**config.mk**
```make
export PLATFORM = sky130hd
export DESIGN_NAME = regbank_access_arbiter
export DESIGN_NICKNAME = d
export VERILOG_FILES = /design/src/rtl/regbank_arb_pkg.sv /design/src/rtl/rr_pick.sv /design/src/rtl/regbank_access_arbiter.sv
export SDC_FILE = /design/constraint.sdc
export NUM_CORES = 1
export LEC_CHECK = 0
export ABC_AREA = 1
export CORE_UTILIZATION = 30
export CTS_CLUSTER_DIAMETER = 60
export DETAILED_ROUTE_END_ITERATION = 16
export RECOVER_POWER = 25
export REMOVE_ABC_BUFFERS = 1
export SLEW_MARGIN = 20
export SYNTH_ARGS = -nofsm -noshare
export SYNTH_HDL_FRONTEND = slang
export SYNTH_SLANG_ARGS = --single-unit
```
**constraint.sdc**
```tcl
create_clock -name clk1 -period 2.8 [get_ports clk1]
set_input_delay 0.56 -clock clk1 [delete_from_list [all_inputs] [get_ports clk1]]
set_output_delay 0.56 -clock clk1 [all_outputs]
set_load 0.02 [all_outputs]
```
**src/rtl/regbank_arb_pkg.sv**
```systemverilog
// rtl/regbank_arb_pkg.sv - op encodings and FSM states for the register bank access arbiter
package regbank_arb_pkg;

    typedef enum logic [1:0] {
        OP_READ  = 2'b00,
        OP_WRITE = 2'b01,
        OP_ISZ   = 2'b10,
        OP_ILL   = 2'b11
    } op_t;

    typedef enum logic [2:0] {
        ST_IDLE,
        ST_RD,
        ST_CAP,
        ST_WR,
        ST_RSP
    } state_t;

endpackage

```
**src/rtl/rr_pick.sv**
```systemverilog
// rtl/rr_pick.sv - combinational round-robin picker: first set request after ptr, with wrap
module rr_pick #(
    parameter int NREQ = 3,
    parameter int IW   = $clog2(NREQ)
) (
    input  logic [NREQ-1:0] req,
    input  logic [IW-1:0]   ptr,
    output logic [NREQ-1:0] onehot,
    output logic [IW-1:0]   idx,
    output logic            found
);

    logic [IW-1:0] cand;

    always_comb begin
        onehot = '0;
        idx    = '0;
        found  = 1'b0;
        cand   = '0;
        // Scan ptr+1 .. ptr+NREQ so the last winner has the lowest priority
        for (int k = 1; k <= NREQ; k++) begin
            cand = IW'((int'(ptr) + k) % NREQ);
            if (!found && req[cand]) begin
                found        = 1'b1;
                idx          = cand;
                onehot[cand] = 1'b1;
            end
        end
    end

endmodule

```
**src/rtl/regbank_access_arbiter.sv**
```systemverilog
// rtl/regbank_access_arbiter.sv - serialises READ/WRITE/ISZ bank transactions; REGBANK_ARB_PRIO_EN gives requester 0 fixed priority
module regbank_access_arbiter
    import regbank_arb_pkg::*;
#(
    parameter int NREQ = 3,
    parameter int AW   = 7,
    parameter int DW   = 16
) (
    input  logic               clk1,
    input  logic               rst,
    input  logic [NREQ-1:0]    req_valid,
    input  logic [2*NREQ-1:0]  req_op,
    input  logic [AW*NREQ-1:0] req_addr,
    input  logic [DW*NREQ-1:0] req_wdata,
    output logic [NREQ-1:0]    gnt,
    output logic [NREQ-1:0]    rsp_valid,
    output logic [DW-1:0]      rsp_rdata,
    output logic               rsp_zero,
    output logic               rsp_err,
    output logic               busy,
    output logic [AW-1:0]      bank_addr,
    output logic               bank_we,
    output logic [DW-1:0]      bank_wdata,
    input  logic [DW-1:0]      bank_rdata
);

    localparam int IW = $clog2(NREQ);

    state_t          state;
    op_t             op_q;
    logic [IW-1:0]   ptr;
    logic [IW-1:0]   owner;
    logic [DW-1:0]   data_q;
    logic [NREQ-1:0] owner_onehot;

    logic [NREQ-1:0] pick_req, pick_onehot, win_onehot;
    logic [IW-1:0]   pick_idx, win_idx;
    logic            pick_found, win_any, ptr_upd;

    op_t             sel_op;
    logic [AW-1:0]   sel_addr;
    logic [DW-1:0]   sel_wdata;

    rr_pick #(.NREQ(NREQ), .IW(IW)) u_rr_pick (
        .req    (pick_req),
        .ptr    (ptr),
        .onehot (pick_onehot),
        .idx    (pick_idx),
        .found  (pick_found)
    );

`ifdef REGBANK_ARB_PRIO_EN
    // Execute stage pre-empts the rotation; grants to it leave the pointer alone
    assign pick_req   = {req_valid[NREQ-1:1], 1'b0};
    assign win_onehot = req_valid[0] ? NREQ'(1) : pick_onehot;
    assign win_idx    = req_valid[0] ? '0 : pick_idx;
    assign win_any    = req_valid[0] | pick_found;
    assign ptr_upd    = ~req_valid[0];
`else
    assign pick_req   = req_valid;
    assign win_onehot = pick_onehot;
    assign win_idx    = pick_idx;
    assign win_any    = pick_found;
    assign ptr_upd    = 1'b1;
`endif

    always_comb begin
        sel_op    = OP_READ;
        sel_addr  = '0;
        sel_wdata = '0;
        for (int i = 0; i < NREQ; i++) begin
            if (win_onehot[i]) begin
                sel_op    = op_t'(req_op[2*i +: 2]);
                sel_addr  = req_addr[AW*i +: AW];
                sel_wdata = req_wdata[DW*i +: DW];
            end
        end
    end

    assign gnt          = (state == ST_IDLE && !rst) ? win_onehot : '0;
    assign busy         = (state != ST_IDLE);
    assign owner_onehot = NREQ'(1) << owner;

    always_ff @(posedge clk1) begin
        if (rst) begin
            state      <= ST_IDLE;
            op_q       <= OP_READ;
            ptr        <= IW'(NREQ - 1);
            owner      <= '0;
            data_q     <= '0;
            rsp_valid  <= '0;
            rsp_rdata  <= '0;
            rsp_zero   <= 1'b0;
            rsp_err    <= 1'b0;
            bank_addr  <= '0;
            bank_we    <= 1'b0;
            bank_wdata <= '0;
        end else begin
            rsp_valid <= '0;
            unique case (state)
                ST_IDLE: begin
                    if (win_any) begin
                        owner <= win_idx;
                        op_q  <= sel_op;
                        if (ptr_upd) ptr <= win_idx;
                        unique case (sel_op)
                            OP_WRITE: begin
                                state      <= ST_WR;
                                bank_addr  <= sel_addr;
                                bank_we    <= 1'b1;
                                bank_wdata <= sel_wdata;
                            end
                            OP_READ, OP_ISZ: begin
                                state     <= ST_RD;
                                bank_addr <= sel_addr;
                            end
                            default: begin
                                state     <= ST_RSP;
                                rsp_valid <= win_onehot;
                                rsp_rdata <= '0;
                                rsp_zero  <= 1'b0;
                                rsp_err   <= 1'b1;
                            end
                        endcase
                    end
                end
                ST_RD: state <= ST_CAP;
                ST_CAP: begin
                    if (op_q == OP_ISZ) begin
                        state      <= ST_WR;
                        data_q     <= bank_rdata + DW'(1);
                        bank_we    <= 1'b1;
                        bank_wdata <= bank_rdata + DW'(1);
                    end else begin
                        state     <= ST_RSP;
                        bank_addr <= '0;
                        rsp_valid <= owner_onehot;
                        rsp_rdata <= bank_rdata;
                        rsp_zero  <= 1'b0;
                        rsp_err   <= 1'b0;
                    end
                end
                ST_WR: begin
                    state     <= ST_RSP;
                    bank_we   <= 1'b0;
                    bank_addr <= '0;
                    rsp_valid <= owner_onehot;
                    rsp_rdata <= (op_q == OP_ISZ) ? data_q : '0;
                    rsp_zero  <= (op_q == OP_ISZ) && (data_q == '0);
                    rsp_err   <= 1'b0;
                end
                ST_RSP: state <= ST_IDLE;
                default: state <= ST_IDLE;
            endcase
        end
    end

endmodule

```
== Yosys cells after proc, flatten, opt, wreduce, memory -nomap -nowiden ==
Index checks and enable logic that the tools add are counted.
Storage, ports and cells
  register bits: 70
  input bits: 96
  output and inout bits: 49
  logic and storage cells: 127
Operators by class
  add/sub/neg operators: 4
  divide/modulo/power cells: 3
  order comparisons: 6
  equality and inequality tests: 12
  shift-type cells: 1
  multiplexer cells: 63
  bitwise operators: 2
  reduce and logical (&&, ||, !) cells: 24
Operators with widths (number)
  2-to-1 mux 16 bit: 10
  modulo 32 x 3 -> 32 bit, second input constant: 3
  one-hot mux 16 bit (3 select lines): 1
  2-to-1 mux 7 bit: 6
  one-hot mux 16 bit (2 select lines): 1
  2-to-1 mux 3 bit: 9
  one-hot mux 7 bit (3 select lines): 1
  2-to-1 mux 1 bit: 17
  adder 16 x 1 -> 16 bit, second input constant: 1
  logical NOT 16 bit: 1
  AND reduction 4 bit: 4
  2-to-1 mux 2 bit: 6
  one-hot mux 3 bit (4 select lines): 1
  != test 2 bit, second input constant: 5
  less-than comparator 2 x 3 -> 1 bit, second input constant: 3
  one-hot mux 1 bit (3 select lines): 3
  one-hot mux 3 bit (3 select lines): 1
  logical AND 1 bit: 7
  adder 2 x 2 -> 3 bit, second input constant: 2
  binary-select mux 1 bit (select 2 bit): 3
  demux 1 bit (select 2 bit): 3
  == test 3 x 2 -> 1 bit, second input constant: 2
  greater-or-equal comparator 2 x 1 -> 1 bit, second input constant: 3
  bitwise OR 3 bit: 2
  other kinds (15): 20

== Longest topological paths before layout ==
  word-level depth: 19
  depth in mapped cells: 19
  gate-level depth less buffers: 19

== Hierarchy ==
A second synthesis with hierarchy kept.
Unflattened totals
  cell total of the unflattened synthesis: 739
  area, all modules: 4473.0 µm²
By module, submodules not included
  regbank_access_arbiter: instances 1, cells an instance 675, area each 4144.0 µm², seq. area each 1381.3 µm²
  rr_pick: instances 1, cells an instance 64, area each 329.1 µm², seq. area each 0.0 µm²

== Worst setup path after synthesis ==
OpenSTA, ideal clock, no wires.
  path type: register to output
  from: register ptr[1]
  to: output port gnt[2]
  arrival time: 1.983 ns
  data required time: 2.240 ns
  setup slack: 0.257 ns
  stages on the path, launching flop included: 12
  path buffers: 1
  cell sequence: dfxtp_1 -> inv_1 -> ha_1 -> inv_2 -> nand2_1 -> nand2_1 -> nand2_4 -> a21o_1 -> nand2_2 -> inv_1 -> clkbuf_1 -> nor2_1
Between the ends
  longest elaborated chain between the ends: 12
  elaborated cells between the ends (all ways): 39
  those cells by class: add/sub: 3; div: 3; order compare: 6; mux: 18; bitwise: 2; reduce/logical: 7
RTL lines
  from (decl): RTL line regbank_access_arbiter.sv:31  | logic [IW-1:0] ptr;
  from (signal assigned): RTL line regbank_access_arbiter.sv:88  | ptr <= IW'(NREQ - 1);
  from (signal assigned): RTL line regbank_access_arbiter.sv:105  | if (ptr_upd) ptr <= win_idx;
  adder 2 x 1 -> 3 bit: RTL line rr_pick.sv:22  | cand = IW'((int'(ptr) + k) % NREQ);
  modulo 32 x 3 -> 32 bit: RTL line rr_pick.sv:22
  less-than comparator 2 x 3 -> 1 bit (implied by the code), or another cell as far along: RTL line rr_pick.sv:26  | onehot[cand] = 1'b1;
  logical AND 1 bit (implied by the code) / 2-to-1 mux 1 bit (equally long branches): RTL line rr_pick.sv:26, rr_pick.sv:23
  2-to-1 mux 1 bit, on equally long branches: RTL line rr_pick.sv:26, rr_pick.sv:23
  demux 1 bit (select 2 bit) / logical NOT 1 bit (equally long branches)
  2-to-1 mux 3 bit / logical AND 1 bit (equally long branches): RTL line rr_pick.sv:23  | if (!found && req[cand]) begin
  bitwise OR 3 bit (no source line) / 2-to-1 mux 1 bit (equally long branches)
  2-to-1 mux 3 bit / logical NOT 1 bit (equally long branches): RTL line rr_pick.sv:23
  bitwise OR 3 bit (no source line) / logical AND 1 bit (equally long branches)
  2-to-1 mux 3 bit *: RTL line rr_pick.sv:23
  2-to-1 mux 3 bit *: RTL line regbank_access_arbiter.sv:80  | assign gnt = (state == ST_IDLE && !rst) ? win_onehot : '0;
  to (decl): RTL line regbank_access_arbiter.sv:15  | output logic [NREQ-1:0] gnt,
Mark *: on every way between the ends. The rest lies on a longest branch, timed or not. The select of a mux whose other input is x is not followed.

== Final worst setup path ==
Same ends and word-level chain as after synthesis.

==> impl_results.md <==
- Status: completed
- Worst-path clk slew: 0.05 ns
- CP max-delay cell: dfxtp_1
- Mapped cell area: 0.00420 sq mm
- Routed WL: 14900 microns
- Pwr/cell area: 1100 mW/mm^2
- Routed wire per std cell: 15.1 microns
- Clock buffer depth: 2
- Worst Clk Skew: 0.00785 ns
- Required time worst endpoint: 2.24 ns
- Max incr delay on CP: 0.33 ns
- GRT Util Overall: 20.6%
- Area after detailed placement: 0.00599 sq mm
- Initial Util: 31.2%
- Area delta synth->final: 51.4%
- Overflow after GRT: 0
- CTS tree: yes
- Setup ws final: 0.153 ns
- I/O pin cnt: 145
- Fin. max-slew vios: 0
- Synth top area cells: dfxtp_1 (33%), a21oi_1 (12%), nand2_1 (11%)
- First-pass GRT wire length: 23500 microns
- Seq/Total Area, Yosys: 32.9%
- Most common cell in the netlist: nand2_1
- Post-CTS setup repair buffer count: 0
- Final Util: 47.3%
- Setup CP Type: flip-flop to output port
- Final setup viols: 0
- Post-synthesis instance total: 645
- Max-slew headroom: 36.8%
- Layout cells sized above 1: 9.91%
- Via density: 5.00
- Gp weighted congestion: 0.848
- Startpoint class of the critical path: flip-flop
- Worst-path cell chain: inv_1, ha_4, inv_2, nand2_1, nand2_1, nand2_4, a21o_1, nand2_2, inv_1, nor2_1, clkdlybuf4s15_2
- Yosys cell types: 31
- Sink Count: 69
- Static leakage power: 0.00278 uW
- Core area: 0.0135 sq mm
- Die ar.: 0.0145 sq mm
- Synth warn: 0
- Final hold violation count: 0
- Yosys top cell by area: dfxtp_1
- Rows: 42
- CTS Buf Count: 9
- Crit path max fanout: 8
- DRC Markers: 0
- Vias in the first global route: 4694
- Largest net degree at the start of global routing: 49
- Worst Max-Slew Pin Slew: 0.948 ns
- Antenna violations before repair: 0
- Chip Width: 120 microns
- Synthesized area per cell: 6.51 sq um
- Chip Height: 120 microns
- NumNets Final: 903
- Antenna diode count: 0
- H-tree depth: 3
- Clk_lat worst skew: 0.34 ns
- Synth top area share: 32.9%
- Share of flip-flops with an asynchronous set or reset: 0%
- DP Wirelength: 11100 microns
- Clock Root Buffer: clkbuf_16
- Most used DFF post-synth: dfxtp_1
- Vias: 4917
- Post-layout min period: 2.65 ns
- FF+latch count, synth: 69
- Worst VDD drop: 448 uV
- TritonRoute pass-1 iters: 5
- Worst Hold Class: flip-flop to flip-flop
- DP Worst Slack: -0.248 ns
- Design area: 0.00636 sq mm
- Tcrit/Tclk final: 94.5%
- PortBufs: 144
- Antenna-violating nets left: 0
- Max-Cap Viols: 0
- Post-synth EDFFs: 0
- Initial drt markers: 278
- Top post-synthesis cells by count: nand2_1 (119), a21oi_1 (101), dfxtp_1 (69), nand3_1 (69), o21ai_0 (65)
- Critical path capture point type: output port
- FMAX: 378 MHz
- Worst EP arrival: 2.09 ns
- Total power: 6990 uW
-- registers in the layout, indices dropped and copies added, names as in the netlist --
register    cells
state           3
op_q            2
data_q         16
bank_wdata     16
owner           1
rsp_err         1
bank_we         1
bank_addr       7
rsp_rdata      16
rsp_zero        1
ptr             2
rsp_valid       3
-- layout make-up --
cell class	count	area, sq um
clock buffers	10	239
clock inverters	6	86.3
fillers	1404	7090
inverters	70	265
multi-input cells	471	2430
flip-flops and latches	69	1380
well taps	176	220
repair buffers	181	1740
-- critical path: cells and delay by family (launching register included) --
family          cells  cell delay (ns)
buf+inv             4             0.51
simple gates        5             0.46
flops               1             0.33
fa+ha+maj           1             0.27
compound gates      1             0.19
-- timing repair --
| action | CTS | global route |
|---|---|---|
| endpoints found under the setup margin | 3 | 44 |
| pin swaps | 0 | 1 |
| resized for setup | 7 | 15 |
| hold buffers | 0 | 0 |
-- cells in the final DEF, fill, tap and decap left out, types with 25 or more instances in the layout --
master / netlist / layout
a21oi_1: 101 / 100
buf_4: 0 / 30
clkdlybuf4s50_1: 0 / 113
dfxtp_1: 69 / 68
dlygate4sd3_1: 0 / 25
inv_1: 64 / 63
nand2_1: 119 / 118
nand3_1: 69 / 69
nor2_1: 50 / 50
o21ai_0: 65 / 65
-- path summary, 6_finish.rpt --
kind                            slack (ns)  cells after the start         start            to
worst min-delay path                  0.46                      2  bank_addr[6]  bank_addr[6]
worst max-delay path                  0.15                     11        ptr[1]        gnt[2]
worst min register to register        0.46                      2  bank_addr[6]  bank_addr[6]
worst max register to register        0.19                     18        ptr[1]  rsp_rdata[2]
-- power breakdown --
part	switching, uW	total [uW]	internal (uW)
Clock	443	1250	802
Combinational	2750	4450	1690
Sequential	107	1300	1190
-- per-layer routing --
layer / global-route usage [%] / part of all wire [%]
met5: 0 / 0
met4: 6.71 / 1.6
met3: 3.77 / 6.0
met2: 35.3 / 48
met1: 25.9 / 44
-- metrics by stage --
stage | hold slack, ns | instances | setup TNS, ns
floorplan | 0.448 | 610 | -2.38
global placement | 0.450 | 967 | -4.44
detailed placement | 0.460 | 967 | -5.59
CTS | 0.468 | 983 | 0
global route | 0.475 | 983 | -0.0367
finish | 0.463 | 983 | 0
-- cell families after synthesis --
logic type               after synthesis  synth area share (%)
XOR/XNOR                              13                  2.71
buffers and inverters                105                  10.0
adder cells (fa/ha/maj)                5                  1.49
AO/OA/AOI/OAI                        186                  24.5
AND/OR/NAND/NOR                      267                  28.4
flip-flops                            69                  32.9
Note: power is estimated with default switching activity, not from simulation.
==> edit 1 (config.mk and constraints unchanged) <==
The parameter `DW` goes from 16 to 12.
--- a/src/rtl/regbank_access_arbiter.sv
+++ b/src/rtl/regbank_access_arbiter.sv
@@ -5,5 +5,5 @@
     parameter int NREQ = 3,
     parameter int AW   = 7,
-    parameter int DW   = 16
+    parameter int DW   = 12
 ) (
     input  logic               clk1,
Interface: changed (resized bank_rdata, bank_wdata, req_wdata and rsp_rdata); port bits go from 145 to 121. No check against the original RTL was run, so the function may have changed too.
==> edit 1 against the unedited design <==
Count of clock-buffer cells in the layout is 2 higher; utilization is 1.1 points lower; area after synthesis is 12% lower; non-clock buffer count is 32 lower; routed wire length is 20% lower; synthesized cell count is 11% lower; final area is 13% lower; total power is 1.2% higher; critical endpoint is now gnt[0]; sequential cell count is 12 lower; largest power group unchanged; final cell count is 13% lower; die area is 12% lower; worst setup slack better by 4.8 ps; first-iteration DRC count is 9.4% lower.
==> edit 1: results (changes against the unedited design) <==
* Run status: completed
* Internal power at 0.00373 W (+1.0%)
* DP Wirelength at 8.98 mm (-19%)
* Largest net degree at the start of global routing at 40 (-18%)
* Global-route wire length before repair at 19.3 mm (-18%)
* Vias in the first global route at 4034 (-14%)
* Fillers at 1240 (-12%)
* Synth unique cells at 37 (+19%)
* Worst Skew at 5.60 ps (-2.25 ps)
* Reg2Reg Setup Slack at 170 ps (-20 ps)
* Tcrit/Tclk final at 94.4% (-0.17 points)
* Clock Latency Late Sink at 320 ps (-20 ps)
* 1st-iter DRT viols at 252 (-9.4%)
* Maximum vdd drop at 0.674 mV (+51%)
* IO Port Bufs at 120 (-17%)
* Vias per inst at 4.85 (-3.0%)
* Final GP Congestion at 0.899 (+6.0%)
* CP max FO at 5 (-3)
* Largest regs: bank_wdata: 12 flops, data_q: 12 flops, rsp_rdata: 12 flops
* Most common library cells after synthesis: 118 x nand2_1, 70 x inv_1, 69 x nor2_1
* DR pass1 iterations at 5 (unchanged)
* Top cells by area, synth: dfxtp_1 31%, nand2_1 12%, a21oi_1 8.0%
* Tightest Pin Transition at 507 ps (-441 ps)
* Final-stage net count at 791 (-12%)
* Wire per inst at 14.0 um (-7.8%)
* Dpl ws at -287 ps (-38.6 ps)
* Layout cells sized above 1 at 12.7% (+2.8 points)
* Total GRT Usage at 18.9% (-1.7 points)
* Seq/Total Area, Yosys at 30.9% (-2.0 points)
edit 1: cell count changes after synthesis, sizes merged, moves of 5 or more:
cell    change
inv         +5
nor2       +31
a32o        -9
nand3b     +13
a21oi      -41
dfxtp      -12
clkbuf      -7
o21ai      -22
nand3      -33
edit 1: kinds of logic (layout without fill, tap and decap cells):
logic type,after synthesis,in the layout,share of synthesized area [%]
AO/OA/AOI/OAI,123,123,18.8
XOR/XNOR,10,10,2.37
adder cells (fa/ha/maj),5,5,1.69
buffers and inverters,102,239,11.6
flip-flops,57,57,30.9
AND/OR/NAND/NOR,276,276,34.7
edit 1: layout make-up:
| class | count | area, um2 | share of cell area [%] |
|---|---|---|---|
| multi-input cells | 414 | 2180 | 39.3 |
| repair buffers | 149 | 1460 | 26.3 |
| well taps | 147 | 184 | 3.32 |
| clock buffers | 12 | 256 | 4.62 |
| flip-flops and latches | 57 | 1140 | 20.6 |
| inverters | 75 | 287 | 5.16 |
| clock inverters | 3 | 40.0 | 0.722 |
edit 1: path summary, 6_finish.rpt:
check                           cells after the start                          end                   startpoint
worst min register to register                      2  bank_wdata[11]$_SDFFE_PP0P_  bank_wdata[11]$_SDFFE_PP0P_
worst max-delay path                               11                       gnt[0]          ptr[0]$_SDFFE_PP0P_
worst max register to register                     18   rsp_rdata[10]$_SDFFE_PP0P_          ptr[1]$_SDFFE_PP1P_
worst min-delay path                                2  bank_wdata[11]$_SDFFE_PP0P_  bank_wdata[11]$_SDFFE_PP0P_
edit 1: power groups by stage:
stage | clock network, W | logic [W] | registers [W]
finish | 0.00109 | 0.00486 | 0.00113
CTS | 0.00111 | 0.00475 | 0.00112
floorplan | 0 | 0.00273 | 0.00128
global placement | 0 | 0.00466 | 0.00113
global route | 0.00116 | 0.00541 | 0.00115
detailed placement | 0 | 0.00473 | 0.00114
edit 1: metal layers:
layer	GRT usage, %	part of all wire [%]	wire, um
met1	24.9	47	5630
met2	31.9	47	5570
met3	3.54	5.4	651
met4	4.56	0.91	109
met5	0	0	0
edit 1: repair_timing:
item,in CTS,in global routing
gates resized for setup,10,18
hold buffers,0,0
setup buffers,0,1
pin swaps,0,1
endpoints found under the setup margin,3,39
edit 1: metrics by stage:
stage	utilization (%)	std cells	cell area (um2)
6_report	46.2	857	5550
5_1_grt	46.2	857	5550
4_1_cts	45.8	856	5500
3_5_place_dp	43.2	841	5190
3_3_place_gp	43.2	841	5190
2_1_floorplan	-	546	3550
edit 1: worst max-delay path, stage by stage, from the launching register on:
cell and delay, ps:
dfxtp_1 410, buf_4 150, ha_1 230, inv_1 90, nand2_1 70, nand3_1 80
nand2_2 130, nand4_1 140, nand2_2 140, inv_1 60, nor2_1 90, buf_2 170
==> edit 2 (config.mk and constraints unchanged) <==
Made on the original files. Re-encode `state_t` (5 states) as one-hot, 5 bits wide.
--- a/src/rtl/regbank_arb_pkg.sv
+++ b/src/rtl/regbank_arb_pkg.sv
@@ -9,10 +9,10 @@
     } op_t;
 
-    typedef enum logic [2:0] {
-        ST_IDLE,
-        ST_RD,
-        ST_CAP,
-        ST_WR,
-        ST_RSP
+    typedef enum logic [4:0] {
+        ST_IDLE = 5'b00001,
+        ST_RD   = 5'b00010,
+        ST_CAP  = 5'b00100,
+        ST_WR   = 5'b01000,
+        ST_RSP  = 5'b10000
     } state_t;
 
Formal check against the unedited RTL: same outputs for any inputs over 4 cycles, from zero or initial values and one cycle with rst high; so few cycles prove little.
==> edit 2 against the unedited design <==
Worst setup slack better by 3.8 ps; die area up 4.8%; via count down 0.61%; final area up 5.5%; routed wire length down 2.1%; sequential cell count up 2; critical path type unchanged; critical path depth up 1; register-to-register slack about the same; total power up 29%; non-clock buffer count up 12; synthesized cell count up 6.2%; area after synthesis up 4.8%; final cell count up 5.2%.
==> edit 2: results (changes against the unedited design) <==
* Final GP Congestion at 0.872 (+2.8%)
* Syn_area_per_cell at 6.43 um2 (-1.3%)
* Most common library cells after synthesis: 159 x nand2_1, 84 x a21oi_1, 77 x inv_1, 77 x nor2_1, 71 x dfxtp_1
* Multi-input comb cells at 489 (+3.8%)
* Die width at 123 um (+2.3%)
* Synth unique cells at 33 (+6.5%)
* Tightest Pin Transition at 987 ps (+39.5 ps)
* CP max FO at 6 (-2)
* Final-stage net count at 950 (+5.2%)
* Fillers at 1480 (+5.4%)
* End point of the worst hold path: data_q[2]$_SDFFE_PP0P_
* Top cells by area, synth: dfxtp_1 32%, nand2_1 14%, a21oi_1 9.6%
* Fin Hold WS at 468 ps (+4.79 ps)
* Total GRT Usage at 19.3% (-1.2 points)
* Met3 usage in global routing at 3.46% (-0.31 points)
* Worst Skew at 8.01 ps (+0.169 ps)
* Seq Cell Count at 71 (+2.9%)
* Comb group at 0.00618 W (+39%)
* Count of non-CTS buffers in the layout at 193 (+6.6%)
* Sequential cell area at 0.00142 mm2 (+3.0%)
* Post-Synth Adder-Cell Area at 1.42% (-0.069 points)
* DP Area at 0.00629 mm2 (+5.1%)
* Vias in the first global route at 4578 (-2.5%)
* WL met1 at 6.99 mm (+5.7%)
* Global routing usage on met1 at 26.4% (+0.51 points)
* Slowest cell on the critical path: dfxtp_2
* Seq/Total Area, Yosys at 32.3% (-0.61 points)
* Sw Pwr at 0.00420 W (+27%)
* Tmin final at 2640 ps (-3.84 ps)
* DR pass1 iterations at 4 (-1)
* XOR/XNOR Fraction of Synth Area at 2.79% (+0.074 points)
* HP Start: data_q[2]$_SDFFE_PP0P_
* DR WL met2 at 6.68 mm (-6.2%)
* Power density cells at 1340 mW/mm2 (+22%)
* R2R depth at 20 (+2)
* FF-to-FF End: bank_wdata[15]$_SDFFE_PP0P_
* Complex-gate fraction of the synthesized area at 20.3% (-4.1 points)
* Run status: completed
* Placed cell count at 1017 (+5.2%)
* 1st-iter DRT viols at 255 (-8.3%)
* Vias at 4887 (-0.61%)
* Leak Pwr at 3.05 nW (+9.5%)
* Met3 routed WL at 752 um (-16%)
* Global-route wire length before repair at 22.7 mm (-3.3%)
* Dpl ws at -167 ps (+81.2 ps)
[edit 2: changes by cell type after synthesis, sizes merged, moves of 4 or more]
cell    unedited run  this run
a211oi             0         4
a21oi            103        84
a32o               9         4
clkbuf            24        28
inv               68        84
nand2            127       161
nand3             72        46
nand3b             1        17
nor2              50        80
nor3               3         8
o211ai             2        23
o21ai             65        20
o32ai              5        12
[edit 2: worst max-delay path by stage]
stage	from	to	cells after the start
detailed placement	req_valid[2]	gnt[2]	9
finish	ptr[1]$_SDFFE_PP1P_	gnt[2]	12
global placement	req_valid[2]	gnt[2]	9
floorplan	state[0]$_SDFFE_PP1N_	data_q[1]$_SDFFE_PP0P_	8
CTS	ptr[1]$_SDFFE_PP1P_	gnt[0]	10
global route	ptr[1]$_SDFFE_PP1P_	bank_wdata[12]$_SDFFE_PP0P_	19
[edit 2: repair_timing]
item	4_1_cts	5_1_grt
pin swaps	0	3
resized for setup	8	17
gates cloned	0	1
endpoints found under the hold margin	0	0
setup endpoints to repair	3	44
